==> config.mk <==
export PLATFORM = sky130hd
export DESIGN_NAME = shift_register_universal_flat
export DESIGN_NICKNAME = d
export VERILOG_FILES = /design/src/rtl/shift_register_universal_pkg.sv /design/src/rtl/shift_register_universal_if.sv /design/src/rtl/shift_register_universal_burst_ctrl.sv /design/src/rtl/shift_register_universal.sv /design/src/flat_wrapper.sv
export SDC_FILE = /design/constraint.sdc
export NUM_CORES = 1
export LEC_CHECK = 0
export ABC_AREA = 1
export CAP_MARGIN = 10
export CORE_ASPECT_RATIO = 1.2
export CORE_MARGIN = 4
export CORE_UTILIZATION = 35
export DETAILED_ROUTE_END_ITERATION = 10
export PLACE_DENSITY = 0.62
export SLEW_MARGIN = 10
export SYNTH_ARGS = -nofsm -noshare
export SYNTH_HDL_FRONTEND = slang
export SYNTH_SLANG_ARGS = --single-unit
export TNS_END_PERCENT = 20
==> constraint.sdc <==
create_clock -name clk -period 2.5 [get_ports clk]
set_input_delay 0.625 -clock clk [delete_from_list [all_inputs] [get_ports clk]]
set_output_delay 0.625 -clock clk [all_outputs]
set_load 0.005 [all_outputs]
==> src/rtl/shift_register_universal_pkg.sv <==
// rtl/shift_register_universal_pkg.sv - mode and burst-state encodings shared by the shift register files
package shift_pkg;

  typedef enum logic [1:0] {
    SHL = 2'b00,
    SHR = 2'b01,
    ROL = 2'b10,
    ROR = 2'b11
  } mode_e;

  typedef enum logic {
    IDLE = 1'b0,
    RUN  = 1'b1
  } state_e;

endpackage

==> src/rtl/shift_register_universal_if.sv <==
// rtl/shift_register_universal_if.sv - control, data and status bundle of the universal shift register
interface shift_register_universal_if #(
  parameter int WIDTH = 8,
  parameter int CNT_W = 4
);
  logic             en;
  logic             load;
  logic [WIDTH-1:0] D;
  logic [1:0]       mode;
  logic             sin_l;
  logic             sin_r;
  logic             burst_start;
  logic [CNT_W-1:0] burst_len;
  logic [WIDTH-1:0] Q;
  logic             sout_l;
  logic             sout_r;
  logic             busy;
  logic             done;

  modport master (
    output en, load, D, mode, sin_l, sin_r, burst_start, burst_len,
    input  Q, sout_l, sout_r, busy, done
  );

  modport slave (
    input  en, load, D, mode, sin_l, sin_r, burst_start, burst_len,
    output Q, sout_l, sout_r, busy, done
  );
endinterface

==> src/rtl/shift_register_universal_burst_ctrl.sv <==
// rtl/shift_register_universal_burst_ctrl.sv - burst counter/state machine issuing shift strobes and modes
module shift_burst_ctrl
  import shift_pkg::*;
#(
  parameter int CNT_W = 4
) (
  input  logic             clk,
  input  logic             rst_n,
  input  logic             en,
  input  logic             load,
  input  logic             burst_start,
  input  logic [CNT_W-1:0] burst_len,
  input  logic [1:0]       mode,
  output logic             step,
  output mode_e            step_mode,
  output logic             busy,
  output logic             done
);

  state_e           state_q, state_d;
  logic [CNT_W-1:0] cnt_q, cnt_d;
  mode_e            mode_q, mode_d;
  logic             done_q, done_d;

  always_ff @(posedge clk or negedge rst_n) begin
    if (!rst_n) begin
      state_q <= IDLE;
      cnt_q   <= '0;
      mode_q  <= SHL;
      done_q  <= 1'b0;
    end else begin
      state_q <= state_d;
      cnt_q   <= cnt_d;
      mode_q  <= mode_d;
      done_q  <= done_d;
    end
  end

  always_comb begin
    state_d = state_q;
    cnt_d   = cnt_q;
    mode_d  = mode_q;
    done_d  = 1'b0;
    if (en) begin
      if (load) begin
        // A load aborts any burst silently.
        state_d = IDLE;
        cnt_d   = '0;
      end else if (state_q == RUN) begin
        cnt_d = cnt_q - 1'b1;
        if (cnt_q == CNT_W'(1)) begin
          state_d = IDLE;
          done_d  = 1'b1;
        end
      end else if (burst_start) begin
        if (burst_len != '0) begin
          state_d = RUN;
          cnt_d   = burst_len;
          mode_d  = mode_e'(mode);
        end else begin
          done_d = 1'b1;
        end
      end
    end
  end

  always_comb begin
    busy      = (state_q == RUN);
    done      = done_q;
    // An accepted or zero-length burst_start consumes the edge without shifting.
    step      = en && !load && ((state_q == RUN) || !burst_start);
    step_mode = (state_q == RUN) ? mode_q : mode_e'(mode);
  end

endmodule

==> src/rtl/shift_register_universal.sv <==
// rtl/shift_register_universal.sv - WIDTH-bit universal shift register with parallel load and burst engine
module shift_register_universal
  import shift_pkg::*;
#(
  parameter int WIDTH = 8,
  parameter int CNT_W = 4
) (
  input logic                       clk,
  input logic                       rst_n,
  shift_register_universal_if.slave bus
);

  logic [WIDTH-1:0] q_q, q_d;
  logic             step;
  mode_e            step_mode;
  logic             busy;
  logic             done;

  shift_burst_ctrl #(.CNT_W(CNT_W)) u_ctrl (
    .clk         (clk),
    .rst_n       (rst_n),
    .en          (bus.en),
    .load        (bus.load),
    .burst_start (bus.burst_start),
    .burst_len   (bus.burst_len),
    .mode        (bus.mode),
    .step        (step),
    .step_mode   (step_mode),
    .busy        (busy),
    .done        (done)
  );

  always_ff @(posedge clk or negedge rst_n) begin
    if (!rst_n) begin
      q_q <= '0;
    end else begin
      q_q <= q_d;
    end
  end

  always_comb begin
    q_d = q_q;
    if (bus.en && bus.load) begin
      q_d = bus.D;
    end else if (step) begin
      case (step_mode)
        SHL: q_d = {q_q[WIDTH-2:0], bus.sin_l};
        SHR: q_d = {bus.sin_r, q_q[WIDTH-1:1]};
        ROL: q_d = {q_q[WIDTH-2:0], q_q[WIDTH-1]};
        ROR: q_d = {q_q[0], q_q[WIDTH-1:1]};
        default: q_d = q_q;
      endcase
    end
  end

  assign bus.Q      = q_q;
  assign bus.sout_l = q_q[WIDTH-1];
  assign bus.sout_r = q_q[0];
  assign bus.busy   = busy;
  assign bus.done   = done;

endmodule
==> src/flat_wrapper.sv <==
// flat-port wrapper written by rule: the top's interface ports become plain ports
module shift_register_universal_flat import shift_pkg::*;
#(
  parameter int WIDTH = 8,
  parameter int CNT_W = 4
)
  (clk, rst_n, bus_en, bus_load, bus_D, bus_mode, bus_sin_l, bus_sin_r, bus_burst_start, bus_burst_len, bus_Q, bus_sout_l, bus_sout_r, bus_busy, bus_done);
  shift_register_universal_if #(.WIDTH(WIDTH), .CNT_W(CNT_W)) bus_i ();
  input logic clk;
  input logic rst_n;
  input wire logic [$bits(bus_i.en)-1:0] bus_en;
  input wire logic [$bits(bus_i.load)-1:0] bus_load;
  input wire logic [$bits(bus_i.D)-1:0] bus_D;
  input wire logic [$bits(bus_i.mode)-1:0] bus_mode;
  input wire logic [$bits(bus_i.sin_l)-1:0] bus_sin_l;
  input wire logic [$bits(bus_i.sin_r)-1:0] bus_sin_r;
  input wire logic [$bits(bus_i.burst_start)-1:0] bus_burst_start;
  input wire logic [$bits(bus_i.burst_len)-1:0] bus_burst_len;
  output wire logic [$bits(bus_i.Q)-1:0] bus_Q;
  output wire logic [$bits(bus_i.sout_l)-1:0] bus_sout_l;
  output wire logic [$bits(bus_i.sout_r)-1:0] bus_sout_r;
  output wire logic [$bits(bus_i.busy)-1:0] bus_busy;
  output wire logic [$bits(bus_i.done)-1:0] bus_done;
  assign bus_i.en = bus_en;
  assign bus_i.load = bus_load;
  assign bus_i.D = bus_D;
  assign bus_i.mode = bus_mode;
  assign bus_i.sin_l = bus_sin_l;
  assign bus_i.sin_r = bus_sin_r;
  assign bus_i.burst_start = bus_burst_start;
  assign bus_i.burst_len = bus_burst_len;
  assign bus_Q = bus_i.Q;
  assign bus_sout_l = bus_i.sout_l;
  assign bus_sout_r = bus_i.sout_r;
  assign bus_busy = bus_i.busy;
  assign bus_done = bus_i.done;
  shift_register_universal #(.WIDTH(WIDTH), .CNT_W(CNT_W)) u_core (.clk(clk), .rst_n(rst_n), .bus(bus_i));
endmodule
Yosys cells after proc, flatten, opt, wreduce, memory -nomap -nowiden --
Cells that the tools add are included.
Word-level totals: bits in writable memories 0, flip-flop bits (word level) 16, memories 0, input port bits 21, latch bits 0, memory bits (read-only) 0
Cells by class: reductions and logical operators 13, muxes and demuxes 19, add/sub/neg operators 1, order comparisons 0, divide/modulo/power cells 0, shift operators 0, multipliers 0, bitwise gates (word level) 2, equal/unequal tests 4
Operator list (number):
- $pmux 8 s4 | 1
- $mux 4 | 4
- $mux 8 | 2
- $mux 1 | 11
- $reduce_bool 3->1 | 2
- $reduce_and 5->1 | 1
- $eq 2x2->1 const B | 2
- $eq 4x1->1 const B | 1
- $reduce_bool 4->1 | 1
- $sub 4x1->4 const B | 1
- $logic_and 1x1->1 | 3
- $reduce_and 3->1 | 1
- $eq 2x1->1 const B | 1
- $logic_not 1->1 | 2
- $logic_not 2->1 | 1
- $mux 2 | 1
- $not 1->1 | 2
- $reduce_bool 2->1 | 1
- $logic_or 1x1->1 | 1

Logic depth before layout (Yosys ltp) --
depth in word-level cells 6, gate-level depth with buffers 8, gate-level depth less buffers 8

Cells and area by module --
A second synthesis with hierarchy kept.
Second synthesis, totals: cell total of the unflattened synthesis 155, area total of the unflattened synthesis 1096.1 um2
By module, submodules not included:
- shift_register_universal | times used 1, cells an instance 87, area an instance 561.8 um2
- shift_burst_ctrl | times used 1, cells an instance 68, area an instance 534.3 um2

Worst setup path after synthesis --
No wires, ideal clock.
path type in2reg, from input port bus_load, to register u_core.q_q[3] (netlist: u_core.bus.Q[3]), library setup time 116 ps, path slack 1178 ps, stages 7, data arrival time 1205 ps, path buffers 1, cell sequence nor2_2 > nand2_2 > nand2_4 > buf_12 > nor2_1 > nand2_1 > nand2_1
On the way: longest elaborated chain between the ends 4, elaborated cells on any way between the ends 6, classes of those cells 1 x mux; 5 x reduce/logical
Ends and longest elaborated chain:
- start, declared | RTL line flat_wrapper.sv:12 | input wire logic [$bits(bus_i.load)-1:0] bus_load;
- $logic_not 1->1 | RTL line shift_register_universal_burst_ctrl.sv:71 | step = en && !load && ((state_q == RUN) || !burst_start);
- $logic_and 1x1->1 (2 in a row) | RTL line shift_register_universal_burst_ctrl.sv:71
- $reduce_bool 2->1 (no line)
- end signal, assigned | RTL line shift_register_universal.sv:37 | q_q <= q_d;
- end, declared | RTL line shift_register_universal.sv:13 | logic [WIDTH-1:0] q_q, q_d;
Parallel ways exist; a longest one is shown, timed or not. A chain may end at the register's enable or synchronous reset.

Worst setup path in the final report --
from register u_core.u_ctrl.state_q (netlist: u_core.u_ctrl.busy), to output port bus_busy
RTL lines:
- start, declared | RTL line shift_register_universal_burst_ctrl.sv:20 | state_e state_q, state_d;
- start signal, assigned | RTL line shift_register_universal_burst_ctrl.sv:32 | state_q <= state_d;
- end, declared | RTL line flat_wrapper.sv:22 | output wire logic [$bits(bus_i.busy)-1:0] bus_busy;
No word-level cell between the ends.

==> impl_metrics.csv <==
group,metric,value,unit
outcome,outcome,"completed",
synthesis,avgSynthCellArea,6.80,µm²
synthesis,synth_cells,167,
sta,setup_viol,0,
sta,rsz0062_at_grt,"no",
final_layout,syn2layout_area_growth,31.3,%
route,drc_errors,0,
synthesis,syn_nets,190,
floorplanning,coreArea,3080,µm²
cts,cts.sinks,16,
route,dr.pass1.iters,4,
synthesis,synth_top_area_share,35.2,%
route,first_iter_violations,26,
global_route,grtUsageTotal,14.4,%
cts,clkTransAtPathRegs,0.10,ns
synthesis,synth_cell_types,26,
final_layout,multi_input_area,612,µm²
floorplanning,die_x,60.0,µm
cts,tritoncts,"yes",
floorplanning,start_util,36.9,%
cts,post-cts-setup-buffers,0,
floorplanning,die_area,4230,µm²
sta,worst_slew_pin_slew,0.501,ns
cts,cts_resized,0,
power,p_leak,0.758,nW
global_route,grt_start_max_net_pins,17,
sta,fin_crit_sh,87.1,%
sta,final.setup.tns,0,ns
worst_setup_path,path_cells,"clkdlybuf4s50_1",
global_route,overflow,0,
synthesis,synthTopCellsByCount,"61 x nand2_1, 19 x nand3_1, 19 x nor2_1",
worst_setup_path,crit_fanout,13,
synthesis,synthTopCellsByArea,"dfrtp_1 35%, nand2_1 20%, nand3_1 8.4%",
route,avgViaCountPerCell,4.85,
final_layout,num_antenna_cells,0,
final_layout,final_cells,235,
final_layout,regArea,400,µm²
job,drv_cap,0,
worst_setup_path,cp.buffers_inverters,1,
worst_setup_path,worstSetupPathType,"reg2out",
power,power_density,577,nW/µm²
place,io_buffers,32,
final_layout,fillCellCount,318,
worst_setup_path,slowest_stage,"dfrtp_1",
place,dp_cells,231,
cts,root_buffer,"clkbuf_4",
cts,cts_made_buffers,3,
sta,drv_slew,0,
worst_setup_path,worstPathRequired,1.88,ns
floorplanning,ios,33,
cts,cts-hold-fix-buffers,0,
synthesis,mappedNetlistArea,1140,µm²
synthesis,synth-edff-count,0,
synthesis,ys_async_sr_fraction,100,%
worst_setup_path,max_stage_delay,0.67,ns
worst_setup_path,cp-start-kind,"register",
sta,fmax,459,MHz
global_route,grt_pass1_wl,4760,µm
route,num_vias,1140,
sta,slew-limit-headroom,66.6,%
synthesis,ys_warn_count,0,
synthesis,synth-main-ff-cell,"dfrtp_1",
worst_setup_path,cp_top_family,"flip-flops",
route,routedWlPerCell,11.5,µm
sta,timing.final.crit_period,2.18,ns
worst_setup_path,end_kind,"output pin",
worst_hold_path,hp-class,"reg2reg",
floorplanning,rows,22,
route,wl,2710,µm
power,irDropWorstVdd,0.000336,V
sta,hold_viol_final,0,
final_layout,final_area,1490,µm²
global_route,grt_antenna_before_repair,0,
place,place_area,1460,µm²
final_layout,finalNetCount,223,
place,gp_congestion,0.846,
synthesis,synth-seq-cells,16,
sta,fin_skew,0.00159,ns
synthesis,yosys.area.top_type,"dfrtp_1",
worst_setup_path,arrival,1.55,ns
place,dp_hpwl,2090,µm
route,drtAntennaViolNets,0,
synthesis,synth-seq-area-share,35.2,%
global_route,grt_pass1_vias,1134,
floorplanning,die_h,70.4,µm
cts,worst_skew_pair.late_latency,0.29,ns
cts,clk_path_buf_depth,2,
cts,htree_levels,1,
synthesis,yosysMostFrequentCell,"nand2_1",
final_layout,layout-drive-gt1-share,8.04,%
cell usage in the layout (no fill, tap or decap), types with 2 or more instances in the layout:
cell type / n
inv_1: 15
a21oi_1: 2
nand2_1: 61
nor2_2: 2
dfrtp_1: 16
nand2_4: 3
o21ai_1: 4
clkbuf_4: 3
clkdlybuf4s50_1: 32
ha_1: 2
nor2_1: 19
nand3_1: 19
nand2_2: 2
nand4_1: 2
o21ai_0: 5
path summary, 6_finish.rpt:
kind	start	cells past startpoint	slack (ns)	end
worst min-delay path	u_core.u_ctrl.cnt_q[1]$_DFFE_PN0P_	2	0.50	u_core.u_ctrl.cnt_q[1]$_DFFE_PN0P_
max in group asynchronous	rst_n	2	1.67	u_core.u_ctrl.mode_q[0]$_DFFE_PN0P_
worst max-delay path	u_core.u_ctrl.busy$_DFFE_PN0P_	1	0.32	bus_busy
worst min register to register	u_core.u_ctrl.cnt_q[1]$_DFFE_PN0P_	2	0.50	u_core.u_ctrl.cnt_q[1]$_DFFE_PN0P_
worst max register to register	u_core.u_ctrl.busy$_DFFE_PN0P_	7	1.05	u_core.bus.Q[0]$_DFFE_PN0P_
min in group asynchronous	rst_n	2	0.64	u_core.u_ctrl.cnt_q[3]$_DFFE_PN0P_
metrics by stage:
| stage | power (mW) | hold WS, ns | util, % | setup WS [ns] |
|---|---|---|---|---|
| global route | 0.937 | 0.568 | 48.4 | 0.229 |
| CTS | 0.874 | 0.512 | 48.4 | 0.292 |
| detailed placement | 0.693 | 0.487 | 47.2 | 0.489 |
| floorplan | 0.551 | 0.329 | - | 1.18 |
| finish | 0.861 | 0.504 | 48.4 | 0.322 |
| global placement | 0.689 | 0.478 | 47.2 | 0.509 |
power breakdown:
part           internal, mW  leakage, nW  switching [mW]  total, mW
Sequential            0.306        0.206          0.0587      0.364
Clock                0.0887       0.0210          0.0866      0.175
Combinational         0.167        0.531           0.154      0.321
final cells by class:
cell class / count / area share [%]
well taps: 36 / 3.02
clock buffers: 4 / 2.43
repair buffers: 33 / 22.0
multi-input cells: 128 / 41.0
flip-flops and latches: 16 / 26.8
inverters: 18 / 4.70
logic make-up (layout without fill, tap and decap cells):
| logic type | count (synthesis) | count (layout) | share of synthesized area (%) |
|---|---|---|---|
| AOI/OAI and AO/OA | 13 | 13 | 6.17 |
| xor gates and xnor gates | 1 | 1 | 0.771 |
| adders and majority gates | 2 | 2 | 2.20 |
| buffers and inverters | 23 | 55 | 10.9 |
| DFF | 16 | 16 | 35.2 |
| and+or+nand+nor | 112 | 112 | 44.7 |
registers in the layout (all words and copies together), names as in the netlist:
signal and count:
u_core.u_ctrl.cnt_q 4, u_core.bus.Q 8, u_core.u_ctrl.done 1, u_core.u_ctrl.mode_q 2, u_core.u_ctrl.busy 1
routing by layer:
metal	GRT usage (%)	share of wire, %	vias to the layer above
li1	-	-	585
met1	17.5	42	519
met2	24.2	50	34
met3	2.96	6.9	2
met4	5.17	0.74	0
met5	0	0	-
Power figures use the tool's default switching activity.
